===== src/rtl/pulse_pkg.sv =====
// Shared pulse-parameter types, widths and env_word field helpers used by the
// processor-side pulse register and the pulse player.
package pulse_pkg;

  localparam int ENV_ADDR_WIDTH   = 12;
  localparam int ENV_LEN_WIDTH    = 12;
  localparam int ENV_WORD_WIDTH   = ENV_LEN_WIDTH + ENV_ADDR_WIDTH;
  localparam int PHASE_WIDTH      = 17;
  localparam int FREQ_WIDTH       = 9;
  localparam int AMP_WIDTH        = 16;
  localparam int CFG_WIDTH        = 4;
  localparam int PULSE_FIFO_DEPTH = 4;

  typedef struct packed {
    logic [ENV_WORD_WIDTH-1:0] env_word;
    logic [PHASE_WIDTH-1:0]    phase;
    logic [FREQ_WIDTH-1:0]     freq;
    logic [AMP_WIDTH-1:0]      amp;
    logic [CFG_WIDTH-1:0]      cfg;
  } pulse_t;

  typedef enum logic [0:0] {
    IDLE = 1'b0,
    PLAY = 1'b1
  } player_state_t;

  // env_word is {length, start_addr}
  function automatic logic [ENV_LEN_WIDTH-1:0] env_len(input logic [ENV_WORD_WIDTH-1:0] word);
    return word[ENV_WORD_WIDTH-1:ENV_ADDR_WIDTH];
  endfunction

  function automatic logic [ENV_ADDR_WIDTH-1:0] env_addr(input logic [ENV_WORD_WIDTH-1:0] word);
    return word[ENV_ADDR_WIDTH-1:0];
  endfunction

endpackage


===== src/rtl/pulse_player_if.sv =====
// Pulse parameter bus between the processor-side pulse register (master) and
// the pulse player (slave), including the playback outputs toward the DSP chain.
interface pulse_player_if #(
  parameter int FIFO_DEPTH = pulse_pkg::PULSE_FIFO_DEPTH
);

  logic                                cstrobe;
  logic [pulse_pkg::ENV_WORD_WIDTH-1:0] env_word;
  logic [pulse_pkg::PHASE_WIDTH-1:0]    phase;
  logic [pulse_pkg::FREQ_WIDTH-1:0]     freq;
  logic [pulse_pkg::AMP_WIDTH-1:0]      amp;
  logic [pulse_pkg::CFG_WIDTH-1:0]      cfg;
  logic                                ovf_clr;

  logic [pulse_pkg::PHASE_WIDTH-1:0]    phase_out;
  logic [pulse_pkg::FREQ_WIDTH-1:0]     freq_out;
  logic [pulse_pkg::AMP_WIDTH-1:0]      amp_out;
  logic [pulse_pkg::CFG_WIDTH-1:0]      cfg_out;
  logic [pulse_pkg::ENV_ADDR_WIDTH-1:0] env_addr;
  logic                                env_valid;
  logic                                pulse_start;
  logic                                busy;
  logic                                overflow;
  logic [$clog2(FIFO_DEPTH):0]         fifo_count;

  modport master (
    output cstrobe, env_word, phase, freq, amp, cfg, ovf_clr,
    input  phase_out, freq_out, amp_out, cfg_out, env_addr, env_valid,
           pulse_start, busy, overflow, fifo_count
  );

  modport slave (
    input  cstrobe, env_word, phase, freq, amp, cfg, ovf_clr,
    output phase_out, freq_out, amp_out, cfg_out, env_addr, env_valid,
           pulse_start, busy, overflow, fifo_count
  );

endinterface


===== src/rtl/pulse_fifo.sv =====
// Synchronous first-word-visible FIFO of pulse_t; a push while full is accepted
// when a pop happens in the same cycle.
module pulse_fifo
  import pulse_pkg::*;
#(
  parameter int DEPTH = PULSE_FIFO_DEPTH
) (
  input  logic                  clk,
  input  logic                  rst_n,
  input  logic                  push,
  input  logic                  pop,
  input  pulse_t                din,
  output pulse_t                dout,
  output logic                  full,
  output logic                  empty,
  output logic [$clog2(DEPTH):0] count
);

  localparam int PTR_W = $clog2(DEPTH);
  localparam logic [PTR_W-1:0] PTR_ZERO   = {PTR_W{1'b0}};
  localparam logic [PTR_W-1:0] PTR_ONE    = PTR_W'(1);
  localparam logic [PTR_W:0]   CNT_ZERO   = {(PTR_W+1){1'b0}};
  localparam logic [PTR_W:0]   CNT_ONE    = (PTR_W+1)'(1);
  localparam logic [PTR_W:0]   CNT_FULL   = (PTR_W+1)'(DEPTH);

  pulse_t           mem_r [DEPTH];
  logic [PTR_W-1:0] wr_ptr_r;
  logic [PTR_W-1:0] rd_ptr_r;
  logic [PTR_W:0]   count_r;
  logic             push_ok_s;
  logic             pop_ok_s;

  assign empty     = (count_r == CNT_ZERO);
  assign full      = (count_r == CNT_FULL);
  assign pop_ok_s  = pop & ~empty;
  assign push_ok_s = push & (~full | pop_ok_s);
  assign dout      = mem_r[rd_ptr_r];
  assign count     = count_r;

  // Entry storage; contents are only meaningful where the count says so.
  always_ff @(posedge clk) begin
    if (push_ok_s) begin
      mem_r[wr_ptr_r] <= din;
    end
  end

  // Pointers wrap naturally because DEPTH is a power of two.
  always_ff @(posedge clk or negedge rst_n) begin
    if (!rst_n) begin
      wr_ptr_r <= PTR_ZERO;
      rd_ptr_r <= PTR_ZERO;
      count_r  <= CNT_ZERO;
    end else begin
      if (push_ok_s) begin
        wr_ptr_r <= wr_ptr_r + PTR_ONE;
      end
      if (pop_ok_s) begin
        rd_ptr_r <= rd_ptr_r + PTR_ONE;
      end
      case ({push_ok_s, pop_ok_s})
        2'b10:   count_r <= count_r + CNT_ONE;
        2'b01:   count_r <= count_r - CNT_ONE;
        default: count_r <= count_r;
      endcase
    end
  end

endmodule


===== src/rtl/pulse_player.sv =====
// Captures strobed pulses into a small queue and plays them one at a time:
// parameters held stable while the envelope address steps once per cycle.
module pulse_player
  import pulse_pkg::*;
#(
  parameter int FIFO_DEPTH = PULSE_FIFO_DEPTH
) (
  input  logic          clk,
  input  logic          rst_n,
  pulse_player_if.slave bus
);

  localparam int CNT_W = $clog2(FIFO_DEPTH) + 1;
  localparam logic [CNT_W-1:0]          CNT_ZERO  = {CNT_W{1'b0}};
  localparam logic [ENV_LEN_WIDTH-1:0]  LEN_ZERO  = {ENV_LEN_WIDTH{1'b0}};
  localparam logic [ENV_LEN_WIDTH-1:0]  LEN_ONE   = ENV_LEN_WIDTH'(1);
  localparam logic [ENV_ADDR_WIDTH-1:0] ADDR_ZERO = {ENV_ADDR_WIDTH{1'b0}};
  localparam logic [ENV_ADDR_WIDTH-1:0] ADDR_ONE  = ENV_ADDR_WIDTH'(1);

  player_state_t              state_r;
  player_state_t              next_state_s;
  pulse_t                     strobe_s;
  pulse_t                     head_s;
  logic                       fifo_full_s;
  logic                       fifo_empty_s;
  logic [CNT_W-1:0]           fifo_count_s;
  logic                       pop_s;
  logic                       drop_s;
  logic [ENV_LEN_WIDTH-1:0]   head_len_s;
  logic [ENV_LEN_WIDTH-1:0]   remaining_r;
  logic [ENV_LEN_WIDTH-1:0]   next_remaining_s;
  logic [ENV_ADDR_WIDTH-1:0]  env_addr_r;
  logic [ENV_ADDR_WIDTH-1:0]  next_addr_s;
  logic                       env_valid_r;
  logic                       next_valid_s;
  logic                       pulse_start_r;
  logic                       next_start_s;
  logic                       overflow_r;
  logic [PHASE_WIDTH-1:0]     phase_r;
  logic [FREQ_WIDTH-1:0]      freq_r;
  logic [AMP_WIDTH-1:0]       amp_r;
  logic [CFG_WIDTH-1:0]       cfg_r;

  assign strobe_s = '{env_word: bus.env_word, phase: bus.phase, freq: bus.freq,
                      amp: bus.amp, cfg: bus.cfg};

  pulse_fifo #(
    .DEPTH (FIFO_DEPTH)
  ) u_fifo (
    .clk   (clk),
    .rst_n (rst_n),
    .push  (bus.cstrobe),
    .pop   (pop_s),
    .din   (strobe_s),
    .dout  (head_s),
    .full  (fifo_full_s),
    .empty (fifo_empty_s),
    .count (fifo_count_s)
  );

  // Popping on the last sample of a pulse chains the next one with no bubble.
  assign head_len_s = env_len(head_s.env_word);
  assign pop_s      = ~fifo_empty_s &
                      ((state_r == IDLE) | ((state_r == PLAY) & (remaining_r == LEN_ONE)));
  assign drop_s     = bus.cstrobe & fifo_full_s & ~pop_s;

  // Next state, envelope address, remaining length and playback flags.
  always_comb begin
    next_state_s     = state_r;
    next_remaining_s = remaining_r;
    next_addr_s      = env_addr_r;
    next_valid_s     = 1'b0;
    next_start_s     = 1'b0;
    if (pop_s) begin
      next_start_s     = 1'b1;
      next_addr_s      = env_addr(head_s.env_word);
      next_remaining_s = head_len_s;
      if (head_len_s != LEN_ZERO) begin
        next_valid_s = 1'b1;
        next_state_s = PLAY;
      end else begin
        next_valid_s = 1'b0;
        next_state_s = IDLE;
      end
    end else begin
      case (state_r)
        PLAY: begin
          if (remaining_r > LEN_ONE) begin
            next_addr_s      = env_addr_r + ADDR_ONE;
            next_remaining_s = remaining_r - LEN_ONE;
            next_valid_s     = 1'b1;
          end else begin
            next_remaining_s = LEN_ZERO;
            next_state_s     = IDLE;
          end
        end
        IDLE: begin
          next_state_s = IDLE;
        end
        default: begin
          next_state_s     = IDLE;
          next_remaining_s = LEN_ZERO;
        end
      endcase
    end
  end

  // FSM state, counters and playback outputs.
  always_ff @(posedge clk or negedge rst_n) begin
    if (!rst_n) begin
      state_r       <= IDLE;
      remaining_r   <= LEN_ZERO;
      env_addr_r    <= ADDR_ZERO;
      env_valid_r   <= 1'b0;
      pulse_start_r <= 1'b0;
    end else begin
      state_r       <= next_state_s;
      remaining_r   <= next_remaining_s;
      env_addr_r    <= next_addr_s;
      env_valid_r   <= next_valid_s;
      pulse_start_r <= next_start_s;
    end
  end

  // Pulse parameters latch on every pop, including zero-length pulses.
  always_ff @(posedge clk or negedge rst_n) begin
    if (!rst_n) begin
      phase_r <= {PHASE_WIDTH{1'b0}};
      freq_r  <= {FREQ_WIDTH{1'b0}};
      amp_r   <= {AMP_WIDTH{1'b0}};
      cfg_r   <= {CFG_WIDTH{1'b0}};
    end else if (pop_s) begin
      phase_r <= head_s.phase;
      freq_r  <= head_s.freq;
      amp_r   <= head_s.amp;
      cfg_r   <= head_s.cfg;
    end
  end

  // Sticky overflow; a drop in the same cycle as a clear keeps it set.
  always_ff @(posedge clk or negedge rst_n) begin
    if (!rst_n) begin
      overflow_r <= 1'b0;
    end else if (drop_s) begin
      overflow_r <= 1'b1;
    end else if (bus.ovf_clr) begin
      overflow_r <= 1'b0;
    end
  end

  assign bus.phase_out   = phase_r;
  assign bus.freq_out    = freq_r;
  assign bus.amp_out     = amp_r;
  assign bus.cfg_out     = cfg_r;
  assign bus.env_addr    = env_addr_r;
  assign bus.env_valid   = env_valid_r;
  assign bus.pulse_start = pulse_start_r;
  assign bus.overflow    = overflow_r;
  assign bus.fifo_count  = fifo_count_s;
  assign bus.busy        = (state_r == PLAY) | (fifo_count_s != CNT_ZERO);

endmodule


===== src/flat_wrapper.sv =====
// flat-port wrapper written by rule: the top's interface ports become plain ports
module pulse_player_flat import pulse_pkg::*;
#(
  parameter int FIFO_DEPTH = PULSE_FIFO_DEPTH
)
  (clk, rst_n, bus_cstrobe, bus_env_word, bus_phase, bus_freq, bus_amp, bus_cfg, bus_ovf_clr, bus_phase_out, bus_freq_out, bus_amp_out, bus_cfg_out, bus_env_addr, bus_env_valid, bus_pulse_start, bus_busy, bus_overflow, bus_fifo_count);
  pulse_player_if #(.FIFO_DEPTH(FIFO_DEPTH)) bus_i ();
  input  logic clk;
  input  logic rst_n;
  input wire logic [$bits(bus_i.cstrobe)-1:0] bus_cstrobe;
  input wire logic [$bits(bus_i.env_word)-1:0] bus_env_word;
  input wire logic [$bits(bus_i.phase)-1:0] bus_phase;
  input wire logic [$bits(bus_i.freq)-1:0] bus_freq;
  input wire logic [$bits(bus_i.amp)-1:0] bus_amp;
  input wire logic [$bits(bus_i.cfg)-1:0] bus_cfg;
  input wire logic [$bits(bus_i.ovf_clr)-1:0] bus_ovf_clr;
  output wire logic [$bits(bus_i.phase_out)-1:0] bus_phase_out;
  output wire logic [$bits(bus_i.freq_out)-1:0] bus_freq_out;
  output wire logic [$bits(bus_i.amp_out)-1:0] bus_amp_out;
  output wire logic [$bits(bus_i.cfg_out)-1:0] bus_cfg_out;
  output wire logic [$bits(bus_i.env_addr)-1:0] bus_env_addr;
  output wire logic [$bits(bus_i.env_valid)-1:0] bus_env_valid;
  output wire logic [$bits(bus_i.pulse_start)-1:0] bus_pulse_start;
  output wire logic [$bits(bus_i.busy)-1:0] bus_busy;
  output wire logic [$bits(bus_i.overflow)-1:0] bus_overflow;
  output wire logic [$bits(bus_i.fifo_count)-1:0] bus_fifo_count;
  assign bus_i.cstrobe = bus_cstrobe;
  assign bus_i.env_word = bus_env_word;
  assign bus_i.phase = bus_phase;
  assign bus_i.freq = bus_freq;
  assign bus_i.amp = bus_amp;
  assign bus_i.cfg = bus_cfg;
  assign bus_i.ovf_clr = bus_ovf_clr;
  assign bus_phase_out = bus_i.phase_out;
  assign bus_freq_out = bus_i.freq_out;
  assign bus_amp_out = bus_i.amp_out;
  assign bus_cfg_out = bus_i.cfg_out;
  assign bus_env_addr = bus_i.env_addr;
  assign bus_env_valid = bus_i.env_valid;
  assign bus_pulse_start = bus_i.pulse_start;
  assign bus_busy = bus_i.busy;
  assign bus_overflow = bus_i.overflow;
  assign bus_fifo_count = bus_i.fifo_count;
  pulse_player #(.FIFO_DEPTH(FIFO_DEPTH)) u_core (.clk(clk), .rst_n(rst_n), .bus(bus_i));
endmodule

===== config.mk =====
export PLATFORM = sky130hd
export DESIGN_NAME = pulse_player_flat
export DESIGN_NICKNAME = d
export VERILOG_FILES = /design/src/rtl/pulse_pkg.sv /design/src/rtl/pulse_player_if.sv /design/src/rtl/pulse_fifo.sv /design/src/rtl/pulse_player.sv /design/src/flat_wrapper.sv
export SDC_FILE = /design/constraint.sdc
export NUM_CORES = 1
export LEC_CHECK = 0
export CAP_MARGIN = 15
export CORE_UTILIZATION = 45
export CTS_CLUSTER_SIZE = 30
export DETAILED_ROUTE_END_ITERATION = 6
export PLACE_DENSITY_LB_ADDON = 0.1
export SETUP_SLACK_MARGIN = 0.5
export SLEW_MARGIN = 20
export SYNTH_ARGS = -nofsm -noshare
export SYNTH_HDL_FRONTEND = slang
export SYNTH_SLANG_ARGS = --single-unit
export TNS_END_PERCENT = 5

===== constraint.sdc =====
create_clock -name clk -period 5.6 [get_ports clk]
set_clock_uncertainty 0.15 [all_clocks]
set_input_delay 0.84 -clock clk [delete_from_list [all_inputs] [get_ports clk]]
set_output_delay 0.84 -clock clk [all_outputs]
set_load 0.05 [all_outputs]

==> summary.md <==
| Metric | Value |
|---|---|
| Status | finished clean |
| Die area | 31600 sq um |
| I/O pin count | 139 |
| Final hold violations | 0 |
| Nets | 1031 |
| Post-route ant nets | 0 |
| Post-synthesis cell type count | 48 |
| Sink Count | 360 |
| Worst vdd ir | 0.000339 V |
| Setup TNS | 0 ns |
| Placement-stage cell area | 15700 sq um |
| GRT Total Usage | 18.3% |
| Top FF cell, synth | edfxtp_1 |
| WL final | 27700 microns |
| Share of cells above drive strength 1 | 15.2% |
| Critical path required time | 4.61 ns |
| Post-CTS sizing | 0 |
| Ys async rst share | 22.2% |
| Max-cap violations | 0 |
| Post-route minimum period | 3.77 ns |
| Iter 0 DRT Violations | 466 |
| Core area | 30500 sq um |
| Post-synth top cells | edfxtp_1, nand2_1, dfrtp_1 |
| Final instance area | 16900 sq um |
| GRT Residual Overflow | 0 |
| Power, Total | 9.61 mW |
| Placed cell count | 1305 |
| Pre-CTS setup slack | 1.81 ns |
| FF-to-FF setup slack | 2.19 ns |
| Die span in x | 178 microns |
| Reg2reg start | u_core.remaining_r[4] |
| Die Ht | 178 microns |
| CP Cell Sequence | or3_1, nor2_2, inv_1, clkdlybuf4s50_1 |
| CP bufs+invs | 2 |
| Routed len/inst | 20.2 microns |
| Final max-slew violation count | 0 |
| Worst Max-Slew Pin Slew | 0.913 ns |
| Fillers | 2406 |
| Synth Area per Inst | 17.5 sq um |
| Largest net degree at the start of global routing | 79 |
| Final period utilization | 67.3% |
| Post-synth EDFFs | 280 |
| Worst setup margin | 1.83 ns |
| Synth Instances | 793 |
| Non-Filler Instances | 1377 |
| Setup violators final | 0 |
| Post-Syn Area | 13900 sq um |
| Crit path launch type | register |
| Largest area contributor in the netlist | edfxtp_1 |
| Post-synthesis sequential area ratio | 74.8% |
| Synth Warn # | 0 |
| Initial core utilization | 45.6% |
| RD Place Congestion | 0.781 |
| Via/cell ratio | 5.33 |
| Yosys reg bits | 360 |
| Std cell rows | 64 |
| Synth top area share | 60.4% |
| Final core utilization | 55.3% |
| Maximum clock insertion buffer count | 3 |
| Most frequent cell after synthesis | edfxtp_1 |
| Slowest stage cell, crit path | clkdlybuf4s50_1 |
| HP Class | input pin to asynchronous set/reset pin |
| Slew HR | 39.1% |
| # Post-CTS Setup Buffers | 0 |
| Post-DP HPWL | 16500 microns |
| Clock latency on the worst-skew pair | 0.52 ns |
| Crit path launch | u_core.u_fifo.count[0] |
| DRC Markers | 0 |
| Clk slew on worst S/H paths | 0.06 ns |
| P_leak | 5.96 nW |
| Number of global-route vias before repair | 7483 |
| Achievable frequency | 266 MHz |
| Post-CTS Hold Buffers | 0 |
| Num CTS Buffers | 38 |
| Synthesized net count | 875 |
| Data arrival, critical path | 2.78 ns |
| Slowest stage delay, CP | 0.74 ns |
| Root buffer cell | clkbuf_16 |
| First-pass GRT wire length | 43400 microns |
| Hold slack | 0.219 ns |
| CTS tree | built |
| Family with the most delay on the worst path | buffers and inverters |
| H-tree levels | 2 |
| Unrepaired setup endpoints after global routing | no |
| Antenna violations before repair | 3 |
| Critical path capture point type | output pin |
| Critical path fanouts, max | 10 |
| Layout area overhead | 21.3% |
| Total power per unit cell area | 569 nW/um^2 |
| DR vias | 7342 |
| Setup CP Type | register to output pin |
| DRT Pass-1 Iters | 6 |
| PortBufs | 138 |
| Leading post-synthesis cells by cell area | edfxtp_1, dfrtp_1, mux4_2 |
worst paths after layout:
kind                       cells past startpoint                   endpoint
setup / recovery                               4                   bus_busy
hold / removal                                 1      u_core.remaining_r[3]
setup reg to reg                               5  u_core.u_fifo.mem_r[0][1]
hold reg to reg                                2      u_core.bus.amp_out[0]
max in group asynchronous                      2     u_core.bus.freq_out[8]
min in group clk                               2      u_core.bus.amp_out[0]
registers in the layout (all words and copies together), names as in the netlist, 2 cells and up:
signal,flops
u_core.u_fifo.mem_r,280
u_core.bus.phase_out,17
u_core.bus.amp_out,16
u_core.bus.env_addr,12
u_core.remaining_r,12
u_core.bus.freq_out,9
u_core.bus.cfg_out,4
u_core.u_fifo.count,3
u_core.u_fifo.rd_ptr_r,2
u_core.u_fifo.wr_ptr_r,2
report_power, final:
part / total (mW) / internal [mW] / switching, mW
registers: 4.08 / 3.62 / 0.456
logic: 3.17 / 1.26 / 1.91
clock network: 2.37 / 1.37 / 0.994
metal layers:
| metal | vias up | global-route usage (%) | part of all wire, % |
|---|---|---|---|
| met2 | 164 | 29.3 | 48 |
| met1 | 3775 | 25.7 | 46 |
| met3 | 34 | 3.81 | 4.7 |
| met4 | 2 | 4.27 | 1.5 |
| met5 | - | 0 | 0.043 |
| li1 | 3367 | - | - |
kinds of logic (layout without fill, tap and decap cells):
group	count (synthesis)	in the layout	synth area share (%)
AOI/OAI and AO/OA	54	54	2.69
xor gates and xnor gates	11	11	0.692
adders and majority gates	8	8	0.773
buffers and inverters	45	231	1.85
DFF	360	360	74.8
muxes	71	71	11.4
other	0	2	0
and+or+nand+nor	244	244	7.79
layout by cell type (no fill, tap or decap), types with 6 or more instances in the layout:
cell	instances
nor2_1	15
o21ai_0	20
buf_4	14
nand3_1	19
nand4_1	8
ha_1	7
a31oi_1	6
and3_1	7
clkbuf_16	39
xor2_1	7
clkbuf_1	15
o211ai_1	6
inv_1	9
dfrtp_1	78
clkdlybuf4s50_1	137
mux4_2	70
nand2_1	166
edfxtp_1	280
layout make-up:
| type | count | area, sq um | area share [%] |
|---|---|---|---|
| clock inverter | 14 | 126 | 0.749 |
| inverter | 10 | 42.5 | 0.252 |
| clock buffer | 56 | 1060 | 6.28 |
| multi-input combinational | 388 | 3260 | 19.3 |
| timing repair buffer | 151 | 1480 | 8.75 |
| tap | 396 | 495 | 2.94 |
| antenna | 2 | 5.00 | 0.0296 |
| sequential | 360 | 10400 | 61.7 |
worst reg2reg max path, stage by stage (launching register included):
cell and delay [ns]:
dfrtp_1 0.44, nor4_4 0.51, a41oi_4 0.27, a31oi_1 0.54
and2_4 0.84, buf_4 0.37
(Power assumes the default switching activity.)
